$ cat config.mk
export PLATFORM = sky130hd
export DESIGN_NAME = joystick_board_responder
export DESIGN_NICKNAME = d
export VERILOG_FILES = /design/src/rtl/joystick_board_responder_pkg.sv /design/src/rtl/joystick_board_responder_sync_edge.sv /design/src/rtl/joystick_board_responder.sv
export SDC_FILE = /design/constraint.sdc
export NUM_CORES = 1
export LEC_CHECK = 0
export ABC_AREA = 0
export CAP_MARGIN = 20
export CORE_MARGIN = 4
export CORE_UTILIZATION = 35
export CTS_CLUSTER_SIZE = 14
export DETAILED_ROUTE_END_ITERATION = 10
export PLACE_DENSITY = 0.62
export REMOVE_ABC_BUFFERS = 1
export SLEW_MARGIN = 20
export SYNTH_ARGS = -nofsm -noshare
export SYNTH_HDL_FRONTEND = slang
export SYNTH_SLANG_ARGS = --single-unit
$ cat constraint.sdc
create_clock -name clk -period 3.93 [get_ports clk]
set_input_delay 0.786 -clock clk [delete_from_list [all_inputs] [get_ports clk]]
set_output_delay 0.786 -clock clk [all_outputs]
set_load 0.02 [all_outputs]
$ cat src/rtl/joystick_board_responder_pkg.sv
// Shared constants, FSM state type and helpers for the joystick board serial responder.
package joystick_board_responder_pkg;

  localparam int FRAME_BITS = 24;
  localparam int ROW_W      = 8;
  localparam int COL_W      = 6;
  localparam int HDR_W      = 8;
  localparam int CNT_W      = 5;

  // Bit positions of the fields inside a received frame
  localparam int HDR_LSB = 0;
  localparam int COL_LSB = 8;
  localparam int ROW_LSB = 16;

  // Column-select bit indices
  localparam int COL_SLIDE_RED    = 0;
  localparam int COL_SLIDE_GREEN  = 1;
  localparam int COL_CIRCLE_RED   = 2;
  localparam int COL_CIRCLE_GREEN = 3;
  localparam int COL_STATUS_RED   = 4;
  localparam int COL_STATUS_BLUE  = 5;

  typedef enum logic {
    ST_IDLE  = 1'b0,
    ST_SHIFT = 1'b1
  } state_t;

  function automatic logic is_one_hot(input logic [COL_W-1:0] v);
    return (v != '0) && ((v & (v - COL_W'(1))) == '0);
  endfunction

endpackage

$ cat src/rtl/joystick_board_responder_sync_edge.sv
// Multi-flop synchronizer for one asynchronous input, with registered-history rise/fall pulses.
module responder_sync_edge #(
  parameter int SYNC_STAGES = 2
) (
  input  logic clk,
  input  logic reset,
  input  logic din,
  output logic level,
  output logic rise,
  output logic fall
);

  logic [SYNC_STAGES-1:0] sync_reg;
  logic                   prev_reg;

  always_ff @(posedge clk or posedge reset) begin
    if (reset) begin
      sync_reg <= '0;
      prev_reg <= 1'b0;
    end else begin
      sync_reg[0] <= din;
      for (int i = 1; i < SYNC_STAGES; i++) begin
        sync_reg[i] <= sync_reg[i-1];
      end
      prev_reg <= sync_reg[SYNC_STAGES-1];
    end
  end

  assign level = sync_reg[SYNC_STAGES-1];
  assign rise  = level & ~prev_reg;
  assign fall  = ~level & prev_reg;

endmodule

$ cat src/rtl/joystick_board_responder.sv
// Serial slave for the joystick board: receives LED/header frames, returns switch/header state.
// Optional LED matrix decode is enabled with `define JOYSTICK_RESPONDER_LED_DECODE_EN.
module joystick_board_responder
  import joystick_board_responder_pkg::*;
#(
  parameter int SYNC_STAGES = 2
) (
  input  logic              clk,
  input  logic              reset,
  input  logic              LOAD,
  input  logic              SCLK,
  input  logic              MST_OUT_SLV_IN,
  output logic              MST_IN_SLV_OUT,
  input  logic [7:0]        slide_switches,
  input  logic [4:0]        joystick_switches,
  input  logic [HDR_W-1:0]  header_inputs,
  output logic [HDR_W-1:0]  header_outputs,
  output logic [ROW_W-1:0]  led_rows_n,
  output logic [COL_W-1:0]  led_columns,
  output logic [7:0]        slide_leds_red,
  output logic [7:0]        slide_leds_green,
  output logic [3:0]        status_leds_red,
  output logic [3:0]        status_leds_blue,
  output logic [11:0]       circle_leds_red,
  output logic [11:0]       circle_leds_green,
  output logic              frame_valid,
  output logic              frame_error
);

  logic load_level, load_rise, load_fall;
  logic sclk_level, sclk_rise, sclk_fall;
  logic mosi_level, mosi_rise, mosi_fall;

  responder_sync_edge #(.SYNC_STAGES(SYNC_STAGES)) u_sync_load (
    .clk(clk), .reset(reset), .din(LOAD),
    .level(load_level), .rise(load_rise), .fall(load_fall)
  );

  responder_sync_edge #(.SYNC_STAGES(SYNC_STAGES)) u_sync_sclk (
    .clk(clk), .reset(reset), .din(SCLK),
    .level(sclk_level), .rise(sclk_rise), .fall(sclk_fall)
  );

  responder_sync_edge #(.SYNC_STAGES(SYNC_STAGES)) u_sync_mosi (
    .clk(clk), .reset(reset), .din(MST_OUT_SLV_IN),
    .level(mosi_level), .rise(mosi_rise), .fall(mosi_fall)
  );

  logic unused_edges;
  assign unused_edges = &{1'b0, load_level, sclk_level, mosi_rise, mosi_fall};

  state_t                  state_reg;
  logic [CNT_W-1:0]        count_reg;
  logic [FRAME_BITS-1:0]   rx_reg;
  logic [FRAME_BITS-1:0]   tx_reg;
  logic [HDR_W-1:0]        header_reg;
  logic [ROW_W-1:0]        rows_n_reg;
  logic [COL_W-1:0]        columns_reg;
  logic                    frame_valid_reg;
  logic                    frame_error_reg;

  logic [ROW_W-1:0] rx_rows_n;
  logic [COL_W-1:0] rx_col;
  logic [HDR_W-1:0] rx_hdr;
  logic             frame_end;
  logic             frame_good;
  logic             col_bad;

  assign rx_rows_n  = rx_reg[ROW_LSB +: ROW_W];
  assign rx_col     = rx_reg[COL_LSB +: COL_W];
  assign rx_hdr     = rx_reg[HDR_LSB +: HDR_W];
  assign frame_end  = (state_reg == ST_SHIFT) && load_rise;
  assign frame_good = frame_end && (count_reg == CNT_W'(FRAME_BITS));

  always_ff @(posedge clk or posedge reset) begin
    if (reset) begin
      state_reg       <= ST_IDLE;
      count_reg       <= '0;
      rx_reg          <= '0;
      tx_reg          <= '0;
      header_reg      <= '0;
      rows_n_reg      <= '1;
      columns_reg     <= '0;
      frame_valid_reg <= 1'b0;
      frame_error_reg <= 1'b0;
    end else begin
      frame_valid_reg <= 1'b0;
      frame_error_reg <= 1'b0;
      case (state_reg)
        ST_IDLE: begin
          if (load_fall) begin
            state_reg <= ST_SHIFT;
            count_reg <= '0;
          end
          // Reply is captured between frames so it is stable for the whole next frame
          if (sclk_rise) begin
            tx_reg <= {header_inputs, ~slide_switches, 3'b000, ~joystick_switches};
          end
        end
        ST_SHIFT: begin
          if (load_rise) begin
            state_reg <= ST_IDLE;
            if (frame_good) begin
              header_reg      <= rx_hdr;
              rows_n_reg      <= rx_rows_n;
              columns_reg     <= rx_col;
              frame_valid_reg <= 1'b1;
              frame_error_reg <= col_bad;
            end else begin
              frame_error_reg <= 1'b1;
            end
          end else begin
            if (sclk_rise) begin
              rx_reg <= {rx_reg[FRAME_BITS-2:0], mosi_level};
              if (count_reg != '1) begin
                count_reg <= count_reg + CNT_W'(1);
              end
            end
            if (sclk_fall) begin
              tx_reg <= {tx_reg[FRAME_BITS-2:0], 1'b0};
            end
          end
        end
        default: state_reg <= ST_IDLE;
      endcase
    end
  end

  assign MST_IN_SLV_OUT = tx_reg[FRAME_BITS-1];
  assign header_outputs = header_reg;
  assign led_rows_n     = rows_n_reg;
  assign led_columns    = columns_reg;
  assign frame_valid    = frame_valid_reg;
  assign frame_error    = frame_error_reg;

`ifdef JOYSTICK_RESPONDER_LED_DECODE_EN
  logic [ROW_W-1:0] rows_on;
  logic [7:0]       slide_red_reg, slide_green_reg;
  logic [11:0]      circle_red_reg, circle_green_reg;
  logic [3:0]       status_red_reg, status_blue_reg;

  assign rows_on = ~rx_rows_n;
  assign col_bad = !is_one_hot(rx_col);

  // Only the group named by the column is refreshed; the rest keep their last image
  always_ff @(posedge clk or posedge reset) begin
    if (reset) begin
      slide_red_reg    <= '0;
      slide_green_reg  <= '0;
      circle_red_reg   <= '0;
      circle_green_reg <= '0;
      status_red_reg   <= '0;
      status_blue_reg  <= '0;
    end else if (frame_good && !col_bad) begin
      if (rx_col[COL_SLIDE_RED])    slide_red_reg         <= rows_on;
      if (rx_col[COL_SLIDE_GREEN])  slide_green_reg       <= rows_on;
      if (rx_col[COL_CIRCLE_RED])   circle_red_reg[7:0]   <= rows_on;
      if (rx_col[COL_CIRCLE_GREEN]) circle_green_reg[7:0] <= rows_on;
      if (rx_col[COL_STATUS_RED])   {status_red_reg, circle_red_reg[11:8]}    <= rows_on;
      if (rx_col[COL_STATUS_BLUE])  {status_blue_reg, circle_green_reg[11:8]} <= rows_on;
    end
  end

  assign slide_leds_red    = slide_red_reg;
  assign slide_leds_green  = slide_green_reg;
  assign circle_leds_red   = circle_red_reg;
  assign circle_leds_green = circle_green_reg;
  assign status_leds_red   = status_red_reg;
  assign status_leds_blue  = status_blue_reg;
`else
  assign col_bad           = 1'b0;
  assign slide_leds_red    = '0;
  assign slide_leds_green  = '0;
  assign circle_leds_red   = '0;
  assign circle_leds_green = '0;
  assign status_leds_red   = '0;
  assign status_leds_blue  = '0;
`endif

endmodule

---- Word-level counts from Yosys, hierarchy flattened ----
Index checks and enable logic that the tools add are counted.
storage, ports and cells
  register bits after elaboration ......... 86
  RAM bits ................................ 0
  memories ................................ 0
  output and inout port bits .............. 73
  input port bits ......................... 26
  bits in latches ......................... 0
  ROM bits ................................ 0
  word-level logic and storage cells ...... 59
operators by class
  $add $sub $neg .......................... 1
  divide/modulo/power cells ............... 0
  multiplexer cells ....................... 18
  $mul .................................... 0
  equal/unequal tests ..................... 8
  shift operators ......................... 0
  bitwise logic cells ..................... 12
  $lt $le $gt $ge ......................... 0
  reduce and logical (&&, ||, !) cells .... 6
operators with widths
  cell                                                             number
  24-bit 2-to-1 mux                                                3
  24-bit one-hot mux with 2 select lines                           1
  5-bit 2-to-1 mux                                                 4
  2-bit != test, second input constant                             5
  5-bit one-hot mux with 2 select lines                            1
  3-bit AND reduction                                              3
  1-bit 2-to-1 mux                                                 8
  8-bit NOT                                                        1
  1-bit NOT                                                        6
  5-bit by 1-bit adder with 5-bit output, second input constant    1
  5-bit equality test, second input constant                       1
  5-bit != test, second input constant                             1
  5-bit NOT                                                        1
  1-bit AND                                                        4
  4-bit AND reduction                                              1
  1-bit logical AND                                                2
  2-bit by 1-bit != test with 1-bit output, second input constant  1
  1-bit one-hot mux with 2 select lines                            1

---- Longest topological paths before layout ----
Gate-level depths: netlist (run 1).
  depth after elaboration ................. 7
  depth in mapped cells ................... 6

---- Cells and area by module ----
Synthesis (run 1) repeated with hierarchy kept, for this count alone.
second synthesis, totals
  cells, all modules ...................... 292
  area total of the unflattened synthesis .. 3995.1 um2
modules (own cells, without submodules)
  module                    cells each  seq. area each (um2)  times used  area an instance (um2)
  joystick_board_responder  274         1961.9                1           3713.6
  responder_sync_edge       6           75.1                  3           93.8

---- Least setup slack after synthesis (run 1) ----
Ideal clock, no wire load.
  path type ............................... reg2reg
  start ................................... register count_reg[0]
  end ..................................... register count_reg[3]
  arrival ................................. 1802 ps
  stages on the path, launching flop included .. 7
  setup slack ............................. 1986 ps
  buffers on the path ..................... 0
  period minus slack after synthesis ...... 1944 ps
  required time ........................... 3788 ps
  cells stage by stage .................... dfrtp_1 > ha_1 > and3_1 > ha_1 > or3b_2 > o311ai_0 > o211ai_1
on the way
  word-level cells in the longest chain between the ends .. 5
  elaborated cells on any way between the ends .. 8
  classes of those cells .................. add/sub (1); eq/ne (2); mux (4); reduce/logical (1)
ends and longest elaborated chain
  what                                    RTL line                         RTL
  from (decl)                             joystick_board_responder.sv:53   logic [CNT_W-1:0] count_reg;
  from (signal assigned)                  joystick_board_responder.sv:116  count_reg <= count_reg + CNT_W'(1);
  5-bit by 1-bit adder with 5-bit output  joystick_board_responder.sv:116
  5-bit 2-to-1 mux                        joystick_board_responder.sv:115  if (count_reg != '1) begin
  5-bit 2-to-1 mux                        joystick_board_responder.sv:113  if (sclk_rise) begin
  5-bit 2-to-1 mux                        joystick_board_responder.sv:101  if (load_rise) begin
  5-bit one-hot mux with 2 select lines   joystick_board_responder.sv:89   case (state_reg)
Several ways; a longest one is shown, not always the timed one. The select of a mux whose other input is x is not followed.
A chain may end at the register's enable or synchronous reset.

---- Worst setup path in the final report (run 1) ----
  start ................................... register state_reg
  end ..................................... register tx_reg[9]
on the way
  word-level cells in the longest chain between the ends .. 3
  elaborated cells on any way between the ends .. 6
  classes of those cells .................. eq/ne (3); mux (1); bitwise (1); reduce/logical (1)
ends and longest elaborated chain
  what                           RTL line                         RTL
  from (decl)                    joystick_board_responder.sv:52   state_t state_reg;
  from (signal assigned)         joystick_board_responder.sv:77   state_reg <= ST_IDLE;
  from (signal assigned)         joystick_board_responder.sv:92   state_reg <= ST_SHIFT;
  from (signal assigned)         joystick_board_responder.sv:102  state_reg <= ST_IDLE;
  1-bit NOT                      n/a
  2-bit != test (no line)        n/a
  3-bit AND reduction (no line)  n/a
  to (signal assigned)           joystick_board_responder.sv:97   tx_reg <= {header_inputs, ~slide_switches, 3'b000, ~joystick_switches};
  to (signal assigned)           joystick_board_responder.sv:120  tx_reg <= {tx_reg[FRAME_BITS-2:0], 1'b0};
  to (decl)                      joystick_board_responder.sv:55   logic [FRAME_BITS-1:0] tx_reg;
Several ways; a longest one is shown, not always the timed one.

==> flow_summary.yaml, run 1 <==
run_status:
  status: "finished clean"
die:
  pin_count: 99
  die_x_um: 114
  core_area_um2: 10900
  die_h_um: 114
  initial_core_util_pct: 36.1
  rows: 38
  die_area_um2: 13000
synthesis:
  synth-edff-count: 0
  synthTopCellsByArea: "dfrtp_1 (49%), mux2_2 (16%), buf_4 (9.1%), mux2_4 (6.5%), dfstp_2 (5.3%)"
  async_flop_share_pct: 100
  yosysTopAreaCell: "dfrtp_1"
  ys_types: 33
  ys_ff_latch: 86
  synth-xor-area-share_pct: 0
  syn_area_um2: 3950
  synth_fa_ha_area_share_pct: 0.951
  syn_area_per_cell_um2: 13.6
  synth_flop_cell: "dfrtp_1"
  synth_top_family_by_area: "multiplexers"
  yosys_warnings: 0
  synth-compound-area-share_pct: 3.68
  ys_seq_area_share_pct: 54.8
  muxShareOfSynthArea_pct: 23.5
  yosysTopAreaCellShare_pct: 49.4
  postSynthCellCount: 291
  synth-simple-area-share_pct: 5.64
cells_and_area:
  fillers: 1029
  antenna_cells: 0
  final_core_util_pct: 43.1
  layout-drive-gt1-share_pct: 30.9
  nets: 373
  area_growth_pct: 19.3
clock_network:
  cts_setup_buffers: 0
  root_buffer: "clkbuf_16"
  insertion_delay_ns: 0.34
  cts_tree: "built"
  cts_resized: 0
  cts_hold_buf: 0
  cts.path.max_buffers: 2
  htree_levels: 3
  clk_pin_slew_ns: 0.06
  cts_sinks: 86
  cts_buffers: 9
pwr:
  power.density_nw_per_um2: 514
  p_leak_nw: 2.23
  finalPower_mw: 2.42
  peakVddDrop_v: 0.000226
critical_path:
  required_ns: 4.15
  r2r_slack_ns: 1.42
  reg2reg_to: "tx_reg[9]$_DFFE_PP0P_"
  cp-end-kind: "flop"
  cp-start-kind: "flop"
  crit_arrival_ns: 2.73
  crit_fanout: 35
  critPathKind: "reg -> reg"
  r2r_start: "state_reg$_DFF_PP0_"
  reg2regPathDepth: 3
placed_design:
  dp_slack_ns: 1.38
  dp_hpwl_um: 4560
  routabilityCongestion: 0.710
  numPortBuffers: 50
sta:
  tightestPinTransition_ns: 1.01
  rsz0062_at_grt: "no"
  finalHoldViolCount: 0
  setup_viol: 0
  period_minus_slack_ns: 2.51
  finalClockSkew_ns: 0.00568
  max_freq_ghz: 0.398
  setup_tns_ns: 0
  fin_crit_sh_pct: 63.9
  layout_setup_ws_ns: 1.42
  slew_headroom_pct: 32.5
  whs_ns: 0.356
  slew_viol_final: 0
routing:
  dr_total_vias: 2164
  drtPass1Iterations: 4
  drt-initial-drc-count: 121
  detail-route-antenna-nets: 0
  drc: 0
  avgRoutedWirePerCell_um: 13.6
  wirelength_um: 6660
  viasPerCell: 4.43
global_routing:
  antenna_found_initial: 0
  grt_pass1_vias: 2234
  grt_pass1_wl_um: 11100
  grt_max_degree: 36
  grt.total_usage_pct: 10.7
  grt-ovfl-total: 0
worst_hold_path:
  min_from: "u_sync_load.sync_reg[0]$_DFF_PP0_"
  min_path_type: "reg -> reg"
  whs_endpoint: "u_sync_load.sync_reg[1]$_DFF_PP0_"
  hold_depth: 0
flow_run:
  maxCapViolCount: 0
==> synthesized netlist by cell type (2+ instances only) <==
master	instances
dfrtp_1	78
mux2_2	57
buf_4	48
mux2_4	17
nand2_1	12
dfstp_2	8
nor2b_1	8
o21ai_0	8
a21oi_1	6
buf_2	6
inv_1	5
a22o_1	3
buf_6	3
ha_1	3
mux2i_1	3
nand2b_1	3
clkbuf_1	2
nand3_1	2
nand4_1	2
nand4b_1	2
o311ai_0	2
or3b_2	2
==> cells by family (layout without fill, tap and decap cells) <==
kind of cell / count (synthesis) / in the layout
AO/OA/AOI/OAI: 22 / 22
other: 1 / 48
buffers and inverters: 64 / 75
AND/OR/NAND/NOR: 38 / 38
adder cells (fa/ha/maj): 3 / 3
multiplexers: 77 / 77
flip-flops: 86 / 86
==> cells in the final DEF (no fill, tap or decap), types with 3 or more instances in the layout <==
cell type	count
buf_4	4
conb_1	48
ha_1	3
mux2_2	57
nand2_1	12
dfrtp_1	78
mux2i_1	3
a21oi_1	6
dfstp_2	8
a22o_1	3
mux2_4	17
nor2b_1	8
nand2b_1	3
clkbuf_16	9
o21ai_0	8
inv_1	4
clkdlybuf4s50_1	50
==> power by group <==
part,total [mW],internal [mW],switching [mW]
clock network,0.868,0.513,0.355
logic,0.406,0.247,0.159
registers,1.15,1.04,0.109
total,2.42,1.80,0.623
==> worst max path at each step <==
stage          slack, ns           startpoint                       end
2_1_floorplan       0.94                reset  count_reg[0]$_DFFE_PP0P_
3_3_place_gp        1.42  state_reg$_DFF_PP0_    tx_reg[18]$_DFFE_PP0P_
3_5_place_dp        1.38  state_reg$_DFF_PP0_    tx_reg[23]$_DFFE_PP0P_
4_1_cts             1.39  state_reg$_DFF_PP0_     tx_reg[9]$_DFFE_PP0P_
5_1_grt             1.23  state_reg$_DFF_PP0_     tx_reg[9]$_DFFE_PP0P_
6_report            1.42  state_reg$_DFF_PP0_     tx_reg[9]$_DFFE_PP0P_
==> routing by layer <==
metal  GRT usage, %  routed length (um)
met5              0                   0
met1           13.9                2990
met3           4.39                 435
met2           16.7                3180
met4           3.09                  65
==> metrics by stage <==
stage                     instance area [um^2]  cells
after CTS                                 4710    489
after detailed placement                  4400    473
after global placement                    4400    473
after global routing                      4710    489
final                                     4710    489
after floorplan                           3690    279
==> layout make-up <==
class	instances	area (um^2)	area share, %
Inverter	5	20.0	0.425
Timing Repair Buffer	54	531	11.3
Sequential cell	86	2160	45.9
Clock buffer	10	239	5.07
Clock inverter	6	67.6	1.43
Tap cell	140	175	3.72
Multi-Input combinational cell	188	1520	32.2
==> critical path, stage by stage (launching register included) <==
cell	delay, ns
dfrtp_1	1.01
inv_1	0.42
o31a_4	0.61
mux2_4	0.35
No activity file was read; power rests on OpenSTA's default activity.
==> run 2, diff against run 1 <==
Clock period 3.93 ns to 2.5 ns, I/O delays scaled along.
==> flow_summary.yaml, run 2 (synthesized netlist as in run 1, its figures left out) <==
clock_network:
  cts_buffers: 9
  cts_resized: 0
  cts_tree: "built"
  cts.path.max_buffers: 2
  htree_levels: 3
  cts_setup_buffers: 0
  cts_hold_buf: 0
  root_buffer: "clkbuf_16"
  insertion_delay_ns: 0.33
  cts_sinks: 86
  clk_pin_slew_ns: 0.06
routing:
  detail-route-antenna-nets: 0
  drt-initial-drc-count: 98
  viasPerCell: 4.41
  drc: 0
  dr_total_vias: 2159
  wirelength_um: 6450
  avgRoutedWirePerCell_um: 13.2
  drtPass1Iterations: 4
sta:
  setup_tns_ns: 0
  layout_setup_ws_ns: 0.380
  whs_ns: 0.348
  slew_headroom_pct: 65.8
  tightestPinTransition_ns: 0.509
  max_freq_ghz: 0.472
  slew_viol_final: 0
  period_minus_slack_ns: 2.12
  finalHoldViolCount: 0
  finalClockSkew_ns: 0.00818
  rsz0062_at_grt: "no"
  fin_crit_sh_pct: 84.8
  setup_viol: 0
critical_path:
  cp-end-kind: "flop"
  cp-start-kind: "flop"
  crit_arrival_ns: 2.31
  crit_fanout: 6
  critPathKind: "reg -> reg"
  reg2regPathDepth: 6
  r2r_slack_ns: 0.38
  required_ns: 2.69
run_status:
  status: "finished clean"
placed_design:
  dp_slack_ns: 0.404
  numPortBuffers: 50
  dp_hpwl_um: 4240
  routabilityCongestion: 0.695
cells_and_area:
  layout-drive-gt1-share_pct: 31.1
  final_common_cell: "dfrtp_1"
  nets: 374
  layout_common_cells: "dfrtp_1 (78), mux2_2 (57), clkdlybuf4s50_1 (50), conb_1 (48), mux2_4 (17)"
  antenna_cells: 0
  area_growth_pct: 19.8
  final_core_util_pct: 43.3
global_routing:
  antenna_found_initial: 0
  grt_pass1_wl_um: 10800
  grt_max_degree: 87
  grt.total_usage_pct: 10.3
  grt_pass1_vias: 2146
  grt-ovfl-total: 0
die:
  pin_count: 99
  die_x_um: 114
  die_area_um2: 13000
  core_area_um2: 10900
  initial_core_util_pct: 36.1
  rows: 38
  die_h_um: 114
worst_hold_path:
  hold_depth: 0
  min_path_type: "reg -> reg"
flow_run:
  maxCapViolCount: 0
pwr:
  power.density_nw_per_um2: 802
  p_leak_nw: 2.24
  finalPower_mw: 3.80
  peakVddDrop_v: 0.000444
-- run 2: cell count changes in the layout (fill, tap and decap cells not counted) --
cell        before  now
buf_12           0    1
clkinvlp_4       2    1
clkinv_4         0    2
inv_6            2    1
-- run 2: stage by stage --
step,instance area (um^2),instances
2_1_floorplan,3690,279
3_3_place_gp,4420,474
3_5_place_dp,4420,474
4_1_cts,4730,490
5_1_grt,4730,490
6_report,4730,490
-- run 2: where the power goes --
group	internal [mW]	switching (mW)	leakage, nW
logic	0.394	0.267	1.00
registers	1.63	0.153	1.09
clock network	0.806	0.540	0.149
-- run 2: layout make-up --
type | count | area, um^2
inverters | 5 | 20.0
flip-flops and latches | 86 | 2160
clock buffers | 10 | 239
clock inverters | 6 | 68.8
multi-input cells | 188 | 1520
well taps | 140 | 175
fillers | 1037 | 6200
repair buffers | 55 | 551
-- run 2: critical path, cell delays in order (launching register included) --
cell and delay, ns:
dfrtp_1 0.44, ha_1 0.24, and3_1 0.19, ha_1 0.19, or3b_2 0.47, o311ai_0 0.32
o21ai_0 0.14
-- run 2: worst paths after layout --
check / from / end
setup / recovery: count_reg[0]$_DFFE_PP0P_ / count_reg[0]$_DFFE_PP0P_
hold / removal: u_sync_mosi.sync_reg[0]$_DFF_PP0_ / u_sync_mosi.sync_reg[1]$_DFF_PP0_
setup reg to reg: count_reg[0]$_DFFE_PP0P_ / count_reg[0]$_DFFE_PP0P_
hold reg to reg: u_sync_mosi.sync_reg[0]$_DFF_PP0_ / u_sync_mosi.sync_reg[1]$_DFF_PP0_
max in group asynchronous: reset / led_rows_n[4]$_DFFE_PP1P_
min in group asynchronous: reset / header_outputs[1]$_DFFE_PP0P_
-- run 2: metal layers --
layer,track usage (%),share of wire [%],routed length [um]
met4,1.90,0.64,41
met3,4.60,6.9,442
met2,15.6,48,3090
met1,13.8,45,2870
met5,0,0,0
